[src/rtl/jtlabrun_pkg.sv]
// Shared definitions for the Labyrinth Runner / Fast Lane graphics ROM slot.
package jtlabrun_pkg;

  localparam int unsigned GFX_AW  = 17;
  localparam int unsigned GFX_DW  = 16;
  localparam int unsigned GFX_SDW = 22;

  // Word offset of the graphics region inside SDRAM for this game build.
  localparam logic [GFX_SDW-1:0] GFX_OFFSET = 22'h0;

  typedef enum logic [1:0] {
    ST_IDLE = 2'd0,
    ST_REQ  = 2'd1,
    ST_WAIT = 2'd2
  } romslot_state_e;

endpackage

[src/rtl/jtlabrun_gfx_romslot_if.sv]
// Client (video) bus and SDRAM request bus used by the graphics ROM slot.
interface jtlabrun_gfx_client_if #(
  parameter int unsigned AW = 17,
  parameter int unsigned DW = 16
);
  logic [AW-1:0] addr;
  logic          cs;
  logic [DW-1:0] dout;
  logic          ok;

  modport master (output addr, cs, input  dout, ok);
  modport slave  (input  addr, cs, output dout, ok);
endinterface

interface jtlabrun_gfx_sdram_if #(
  parameter int unsigned SDW = 22,
  parameter int unsigned DW  = 16
);
  logic [SDW-1:0] addr;
  logic           req;
  logic           ack;
  logic           rdy;
  logic [DW-1:0]  din;

  modport master (output addr, req, input  ack, rdy, din);
  modport slave  (input  addr, req, output ack, rdy, din);
endinterface

[src/rtl/jtlabrun_romcache2.sv]
// Two-entry word cache: tag/data/valid store, LRU bit, hit compare and fill port.
module jtlabrun_romcache2 #(
  parameter int unsigned AW = 17,
  parameter int unsigned DW = 16
) (
  input  logic          clk,
  input  logic          rst,
  input  logic          inval,
  input  logic [AW-1:0] lookup_addr,
  input  logic          touch,
  input  logic          fill_en,
  input  logic [AW-1:0] fill_tag,
  input  logic [DW-1:0] fill_data,
  output logic          hit_c,
  output logic [DW-1:0] rdata_c
);

  logic [1:0]         valid_q, valid_d;
  logic [1:0][AW-1:0] tag_q,   tag_d;
  logic [1:0][DW-1:0] data_q,  data_d;
  logic               lru_q,   lru_d;
  logic [1:0]         hit;

  // Tag compare; entry 0 wins when both entries match.
  always_comb begin
    hit[0]  = valid_q[0] & (tag_q[0] == lookup_addr);
    hit[1]  = valid_q[1] & (tag_q[1] == lookup_addr);
    hit_c   = |hit;
    rdata_c = hit[0] ? data_q[0] : (hit[1] ? data_q[1] : '0);
  end

  // Fill replaces the LRU entry and becomes most recent; a hit points LRU at the other entry.
  always_comb begin
    valid_d = valid_q;
    tag_d   = tag_q;
    data_d  = data_q;
    lru_d   = lru_q;
    if (touch) begin
      lru_d = hit[0];
    end
    if (fill_en) begin
      tag_d[lru_q]   = fill_tag;
      data_d[lru_q]  = fill_data;
      valid_d[lru_q] = 1'b1;
      lru_d          = ~lru_q;
    end
    if (inval) begin
      valid_d = '0;
    end
  end

  // Cache state registers.
  always_ff @(posedge clk) begin
    if (rst) begin
      valid_q <= '0;
      tag_q   <= '0;
      data_q  <= '0;
      lru_q   <= 1'b0;
    end else begin
      valid_q <= valid_d;
      tag_q   <= tag_d;
      data_q  <= data_d;
      lru_q   <= lru_d;
    end
  end

endmodule

[src/rtl/jtlabrun_gfx_romslot.sv]
// SDRAM-side responder for the graphics ROM port: 2-entry cache, misses become one-word reads.
module jtlabrun_gfx_romslot
  import jtlabrun_pkg::*;
#(
  parameter int unsigned    AW     = GFX_AW,
  parameter int unsigned    DW     = GFX_DW,
  parameter int unsigned    SDW    = GFX_SDW,
  parameter logic [SDW-1:0] OFFSET = SDW'(GFX_OFFSET)
) (
  input  logic                 clk,
  input  logic                 rst,
  input  logic                 downloading,
  jtlabrun_gfx_client_if.slave gfx,
  jtlabrun_gfx_sdram_if.master sdram
);

  romslot_state_e state_q, state_d;
  logic [AW-1:0]  req_addr_q, req_addr_d;
  logic           sdram_req_q, sdram_req_d;
  logic [SDW-1:0] sdram_addr_q, sdram_addr_d;
  logic           discard_q, discard_d;
  logic           hit_c, ok_c, fill_c, fill_en_c;
  logic [DW-1:0]  rdata_c;

  jtlabrun_romcache2 #(
    .AW (AW),
    .DW (DW)
  ) u_cache (
    .clk         (clk),
    .rst         (rst),
    .inval       (downloading),
    .lookup_addr (gfx.addr),
    .touch       (ok_c),
    .fill_en     (fill_en_c),
    .fill_tag    (req_addr_q),
    .fill_data   (sdram.din),
    .hit_c       (hit_c),
    .rdata_c     (rdata_c)
  );

  // Client response is combinational so an address change drops ok in the same cycle.
  assign ok_c       = gfx.cs & hit_c & ~downloading;
  assign gfx.ok     = ok_c;
  assign gfx.dout   = rdata_c;
  assign sdram.req  = sdram_req_q;
  assign sdram.addr = sdram_addr_q;
  // Data of a fetch that overlapped a download is dropped.
  assign fill_en_c  = fill_c & ~discard_q & ~downloading;

  // Miss fetch sequencing and SDRAM handshake.
  always_comb begin
    state_d      = state_q;
    req_addr_d   = req_addr_q;
    sdram_req_d  = sdram_req_q;
    sdram_addr_d = sdram_addr_q;
    discard_d    = discard_q;
    fill_c       = 1'b0;
    case (state_q)
      ST_IDLE: begin
        discard_d = 1'b0;
        if (gfx.cs & ~ok_c & ~downloading) begin
          req_addr_d   = gfx.addr;
          sdram_req_d  = 1'b1;
          sdram_addr_d = OFFSET + SDW'(gfx.addr);
          state_d      = ST_REQ;
        end
      end
      ST_REQ: begin
        if (downloading) discard_d = 1'b1;
        if (sdram.ack) begin
          sdram_req_d = 1'b0;
          if (sdram.rdy) begin
            fill_c  = 1'b1;
            state_d = ST_IDLE;
          end else begin
            state_d = ST_WAIT;
          end
        end
      end
      ST_WAIT: begin
        if (downloading) discard_d = 1'b1;
        if (sdram.rdy) begin
          fill_c  = 1'b1;
          state_d = ST_IDLE;
        end
      end
      default: begin
        state_d     = ST_IDLE;
        sdram_req_d = 1'b0;
      end
    endcase
  end

  // FSM and request registers.
  always_ff @(posedge clk) begin
    if (rst) begin
      state_q      <= ST_IDLE;
      req_addr_q   <= '0;
      sdram_req_q  <= 1'b0;
      sdram_addr_q <= '0;
      discard_q    <= 1'b0;
    end else begin
      state_q      <= state_d;
      req_addr_q   <= req_addr_d;
      sdram_req_q  <= sdram_req_d;
      sdram_addr_q <= sdram_addr_d;
      discard_q    <= discard_d;
    end
  end

endmodule

[src/flat_wrapper.sv]
// flat-port wrapper written by rule: the top's interface ports become plain ports
module jtlabrun_gfx_romslot_flat import jtlabrun_pkg::*;
#(
  parameter int unsigned    AW     = GFX_AW,
  parameter int unsigned    DW     = GFX_DW,
  parameter int unsigned    SDW    = GFX_SDW,
  parameter logic [SDW-1:0] OFFSET = SDW'(GFX_OFFSET)
)
  (clk, rst, downloading, gfx_addr, gfx_cs, gfx_dout, gfx_ok, sdram_addr, sdram_req, sdram_ack, sdram_rdy, sdram_din);
  jtlabrun_gfx_client_if #(.AW(AW), .DW(DW)) gfx_i ();
  jtlabrun_gfx_sdram_if #(.SDW(SDW), .DW(DW)) sdram_i ();
  input  logic clk;
  input  logic rst;
  input  logic downloading;
  input wire logic [$bits(gfx_i.addr)-1:0] gfx_addr;
  input wire logic [$bits(gfx_i.cs)-1:0] gfx_cs;
  output wire logic [$bits(gfx_i.dout)-1:0] gfx_dout;
  output wire logic [$bits(gfx_i.ok)-1:0] gfx_ok;
  output wire logic [$bits(sdram_i.addr)-1:0] sdram_addr;
  output wire logic [$bits(sdram_i.req)-1:0] sdram_req;
  input wire logic [$bits(sdram_i.ack)-1:0] sdram_ack;
  input wire logic [$bits(sdram_i.rdy)-1:0] sdram_rdy;
  input wire logic [$bits(sdram_i.din)-1:0] sdram_din;
  assign gfx_i.addr = gfx_addr;
  assign gfx_i.cs = gfx_cs;
  assign gfx_dout = gfx_i.dout;
  assign gfx_ok = gfx_i.ok;
  assign sdram_addr = sdram_i.addr;
  assign sdram_req = sdram_i.req;
  assign sdram_i.ack = sdram_ack;
  assign sdram_i.rdy = sdram_rdy;
  assign sdram_i.din = sdram_din;
  jtlabrun_gfx_romslot #(.AW(AW), .DW(DW), .SDW(SDW), .OFFSET(OFFSET)) u_core (.clk(clk), .rst(rst), .downloading(downloading), .gfx(gfx_i), .sdram(sdram_i));
endmodule
[config.mk]
export PLATFORM = sky130hd
export DESIGN_NAME = jtlabrun_gfx_romslot_flat
export DESIGN_NICKNAME = d
export VERILOG_FILES = /design/src/rtl/jtlabrun_pkg.sv /design/src/rtl/jtlabrun_gfx_romslot_if.sv /design/src/rtl/jtlabrun_romcache2.sv /design/src/rtl/jtlabrun_gfx_romslot.sv /design/src/flat_wrapper.sv
export SDC_FILE = /design/constraint.sdc
export NUM_CORES = 1
export LEC_CHECK = 0
export ABC_AREA = 1
export CORE_MARGIN = 5
export CORE_UTILIZATION = 52
export DETAILED_ROUTE_END_ITERATION = 10
export HOLD_SLACK_MARGIN = 0.08
export PLACE_DENSITY = 0.8
export RECOVER_POWER = 50
export SLEW_MARGIN = 5
export SYNTH_ARGS = -nofsm -noshare
export SYNTH_HDL_FRONTEND = slang
export SYNTH_SLANG_ARGS = --single-unit
[constraint.sdc]
create_clock -name clk -period 2.3 [get_ports clk]
set_clock_uncertainty 0.1 [all_clocks]
set_input_delay 0.575 -clock clk [delete_from_list [all_inputs] [get_ports clk]]
set_output_delay 0.575 -clock clk [all_outputs]
set_load 0.01 [all_outputs]
# Word level (Yosys, flattened, before mapping)
# Cells that the tools add are included.
# totals
inputBits	39
word_cells	70
output_inout_bits	40
regBits	90
# classes
bitwise_logic	14
reduce_logical	11
n_lt_le_gt_ge	2
mux	25
n_eq_ne	8
# op_table
cell	n
two-way mux 16 bit	3
bitwise mux 34 bit	1
equality test 17 bit	2
bitwise mux 32 bit	1
demux 17 bit (select 1 bit)	1
two-way mux 17 bit	1
demux 16 bit (select 1 bit)	1
AND 1 bit	8
two-way mux 1 bit	8
two-way mux 2 bit	4
one-hot mux 2 bit (3 select lines)	1
AND reduction 3 bit	2
OR reduction 2 bit	3
inverter 1 bit	5
!= test 2 x 1 -> 1 bit (second input constant)	2
!= test 2 bit (second input constant)	2
one-hot mux 1 bit (2 select lines)	2
AND reduction 2 bit	2
nonzero test 2 bit	2
one-hot mux 1 bit (3 select lines)	1
equality test 2 x 1 -> 1 bit (second input constant)	1
equality test 2 bit (second input constant)	1
logical NOT 2 bit	1
< comparator 1 x 2 -> 1 bit (second input constant)	1
other kinds (4)	4

# Depth between registers and ports, before layout
# Gate-level depths: netlist (run 1).
# logic_depth
word_depth	10
depth_mapped	14
mapped_depth_nobuf	13

# Hierarchy
# A second synthesis (run 1) with hierarchy kept.
# unflattened
cells_unflattened	635
area_unflattened_um2	4375.4
# modules_own_cells
mod	cells_per_inst	n_inst	seq_area_each_um2	area_each_um2
jtlabrun_romcache2	511	1	1381.3	3445.8
jtlabrun_gfx_romslot	124	1	420.4	929.6

# Worst setup path after synthesis (run 1)
# OpenSTA, ideal clock, no wires.
# synth_timing
kind	input -> output
start	input port gfx_addr[12]
end	output port gfx_dout[10]
arrival_time_ns	1.670
path_slack_ns	-0.045
n_path_buf	2
required_time_ns	1.625
stages	8
cell_sequence	or2_2 nand3_1 nor2_1 nand3_2 buf_6 nand4_4 buf_2 o22ai_1
# synth_via
elab_chain_cells	4
word_cells_on_any_way	6
cone_classes	eq/ne (2); mux (2); bitwise (2)
# synth_lines
element	line	text
start: declaration	flat_wrapper.sv:15	input wire logic [$bits(gfx_i.addr)-1:0] gfx_addr;
equality test 17 bit	jtlabrun_romcache2.sv:27	hit[1] = valid_q[1] & (tag_q[1] == lookup_addr);
AND 1 bit	jtlabrun_romcache2.sv:27	
two-way mux 16 bit	jtlabrun_romcache2.sv:29	rdata_c = hit[0] ? data_q[0] : (hit[1] ? data_q[1] : '0);
two-way mux 16 bit (*)	jtlabrun_romcache2.sv:29	
end: declaration	flat_wrapper.sv:17	output wire logic [$bits(gfx_i.dout)-1:0] gfx_dout;
# Every way passes the cells marked *; elsewhere a longest branch is shown, timed or not.

# Worst setup path in the final report (run 1)
# layout_timing
start	register u_core.u_cache.tag_q[10] (netlist name)
end	output port gfx_dout[8]
# layout_via
elab_chain_cells	3
# layout_lines
element	line	text
start: declaration	jtlabrun_romcache2.sv:19	logic [1:0][AW-1:0] tag_q, tag_d;
start signal: assignment	jtlabrun_romcache2.sv:61	tag_q <= tag_d;
equality test 17 bit	jtlabrun_romcache2.sv:26	hit[0] = valid_q[0] & (tag_q[0] == lookup_addr);
AND 1 bit	jtlabrun_romcache2.sv:26	
two-way mux 16 bit	jtlabrun_romcache2.sv:29	
# No other way between the ends.

==> results.cfg, run 1 <==
[synthesis]
synth_seq_cells = 90
synthCells = 572
syn_avg_cell_area_um2 = 7.28
syn_area_um2 = 4160
yosysSeqAreaShare_pct = 43.3
synthDistinctLibCells = 29
ys_warn_count = 0

[worst_setup_path]
timing.rr.start = u_core.state_q[0]$_SDFFE_PP0P_
crit_type = reg2out
reg2reg_depth = 8
critPathCaptureType = primary output
rr_endpoint = u_core.u_cache.data_q[23]$_SDFFE_PP0P_
reg2reg_setup_slack_ps = 150
crit_path_max_fanout = 8
required_ps = 1620
start_kind = flip-flop
worst_ep_arrival_time_ps = 1900

[finish]
layout.nets = 717
fillCellCount = 583
fin_util_pct = 73.6
syn_to_final_growth_pct = 37.2
final_layout_size_suffix_gt1_share_pct = 30.7
num_antenna_cells = 0

[place]
dpl.hpwl_mm = 7.95
post-place-ws_ps = -1170
gp_congestion = 0.822
port_buffers = 73

[clock_network]
cts_made_buffers = 9
cts_tree = done
cts_root_buffer = clkbuf_8
clk_pin_slew_ps = 100
clock_latency_ps = 360
cts.htree.levels = 3
clock_path_buffers = 2
cts.sinks = 90

[sta]
finalSetupViolCount = 18
timing_hold_violations_final = 0
layout_setup_ws_ps = -273
max_freq_mhz = 389
rsz0062_at_grt = true
worst_pin_slew_ps = 714
tns_ps = -4090
slew_headroom_pct = 52.4
slew_violations = 0
fin_crit_ps = 2570
period_share_pct = 112

[pwr]
pwr-share-comb_pct = 20.5
p_clk_share_pct = 34.4
leakagePower_nw = 2.22
intPower_mw = 2.73
seq_power_share_pct = 45.1
switchingPower_mw = 1.13
ir_drop_uv = 377
swShare_pct = 29.4
cellPowerDensity_nw_per_um2 = 676

[global_route]
grtUsageTotal_pct = 24.8
grt_overflow = 0
antenna_found_initial = 0
grt_pass1_wl_mm = 19.9
grt_start_max_net_pins = 59
grt_pass1_vias = 4218

[outcome]
violations = negative setup slack
status = finished with violations

[detailed_routing]
firstDrtPassIters = 5
wire_per_inst_um = 16.1
via_count = 4295
viasPerCell = 5.49
ant_nets = 0
wl_mm = 12.6
drt-initial-drc-count = 224
route.detailed.drc = 0

[hold_path]
hp-class = reg2reg
whs_endpoint = u_core.u_cache.tag_q[17]$_SDFFE_PP0P_
hold_depth = 2
hold_start = u_core.u_cache.tag_q[17]$_SDFFE_PP0P_

[die]
io_pins = 79
die_w_um = 99.5
core_um2 = 7770
rows = 32
die_area_um2 = 9900
die_h_um = 99.5
initial_core_util_pct = 53.6

[flow_run]
drv_cap = 0
-- worst max path at each step --
stage                   endpoint                                  start
CTS                  gfx_dout[8]                            gfx_addr[9]
detailed placement  gfx_dout[14]                            gfx_addr[2]
global placement    gfx_dout[11]                           gfx_addr[10]
global route         gfx_dout[8]  u_core.u_cache.tag_q[11]$_SDFFE_PP0P_
finish               gfx_dout[8]  u_core.u_cache.tag_q[10]$_SDFFE_PP0P_
floorplan           gfx_dout[10]                           gfx_addr[12]
-- cells in the final DEF (no fill, tap or decap), types with 19 or more instances in the layout --
master,netlist,final
nand2_1,100,85
dfxtp_1,90,79
a21oi_1,77,77
o21ai_0,67,63
inv_1,72,62
buf_4,5,42
nand2_2,11,26
inv_2,12,22
clkdlybuf4s50_1,0,21
buf_2,4,19
-- synthesized netlist by cell type, drive strengths merged --
cell type / count / area [um^2]
nand4: 19 / 134
o22ai: 16 / 100
nor2: 29 / 129
conb: 1 / 3.75
inv: 84 / 315
nand2: 111 / 444
a21oi: 88 / 482
nand3: 17 / 108
dfxtp: 90 / 1800
xnor2: 5 / 43.8
buf: 14 / 115
clkbuf: 23 / 86.3
ha: 3 / 37.5
o211ai: 1 / 7.51
or2: 1 / 6.26
o21ai: 70 / 350
-- sequential cells by signal, summed over array words and instances, names as in the netlist --
signal	flops
u_core.u_cache.tag_q	34
u_core.u_cache.data_q	32
u_core.req_addr_q	17
u_core.state_q	2
u_core.u_cache.valid_q	2
u_core.discard_q	1
u_core.sdram.req	1
u_core.u_cache.lru_q	1
-- power groups by stage --
stage,sequential [mW],combinational (mW),clock [mW]
after floorplan,1.77,0.413,0
after global placement,1.77,0.719,0
after detailed placement,1.77,0.744,0
after CTS,1.74,0.764,1.33
after global routing,1.75,0.855,1.39
final,1.74,0.790,1.33
-- area by class of cell --
class / instances / area, um^2 / share of cell area (%)
inverter: 84 / 315 / 5.52
timing repair buffer: 125 / 1110 / 19.4
tap: 102 / 128 / 2.23
clock buffer: 9 / 124 / 2.17
multi-input combinational: 365 / 2100 / 36.7
sequential: 90 / 1820 / 31.8
clock inverter: 7 / 124 / 2.17
-- routing by layer --
metal | GRT usage, % | up-vias | routed length (um)
li1 | - | 2066 | -
met1 | 30.2 | 2049 | 5220
met2 | 42.6 | 151 | 6510
met3 | 4.49 | 29 | 603
met4 | 10.6 | 0 | 289
met5 | 0 | - | 0
-- kinds of logic after synthesis --
family,after synthesis,share of synthesized area (%)
compound gates,175,22.6
xor+xnor,5,1.05
fa+ha+maj,3,0.902
buf+inv,121,12.4
flops,90,43.3
other cells,1,0.0901
simple gates,177,19.7
-- stage by stage --
step	hold slack [ps]	cells	cell area [um^2]	total power [mW]
6_report	367	782	5710	3.86
3_5_place_dp	342	758	5220	2.52
4_1_cts	363	780	5610	3.83
5_1_grt	387	782	5710	4.00
2_1_floorplan	324	576	4180	2.19
3_3_place_gp	338	758	5220	2.48
-- worst max-delay path, stage by stage, from the launching register on --
cell	delay (ps)
dfxtp_2	340
inv_2	40
nand2_2	60
nand2_2	70
nor2_2	100
nand2_1	80
nor2_2	130
nand3_4	140
nand4_4	170
clkbuf_16	190
o22ai_2	70
buf_2	150
-- timing repair --
| action | 4_1_cts | 5_1_grt |
|---|---|---|
| gates cloned | 1 | 0 |
| hold buffers | 0 | 0 |
| buffers inserted | 5 | 2 |
| pin swaps | 36 | 24 |
| setup endpoints to repair | 34 | 34 |
| gates resized for setup | 201 | 34 |
(Power assumes the default switching activity.)
==> run 2: changes to the inputs <==
CAP_MARGIN = 20   (was unset)
==> results of run 2 <==
Final layout, timing and power as in run 1 (identical DEF).
==> run 3: changes to the inputs <==
CAP_MARGIN = 30   (was 20)
==> results of run 3 <==
Final layout, timing and power as in run 1 (identical DEF).
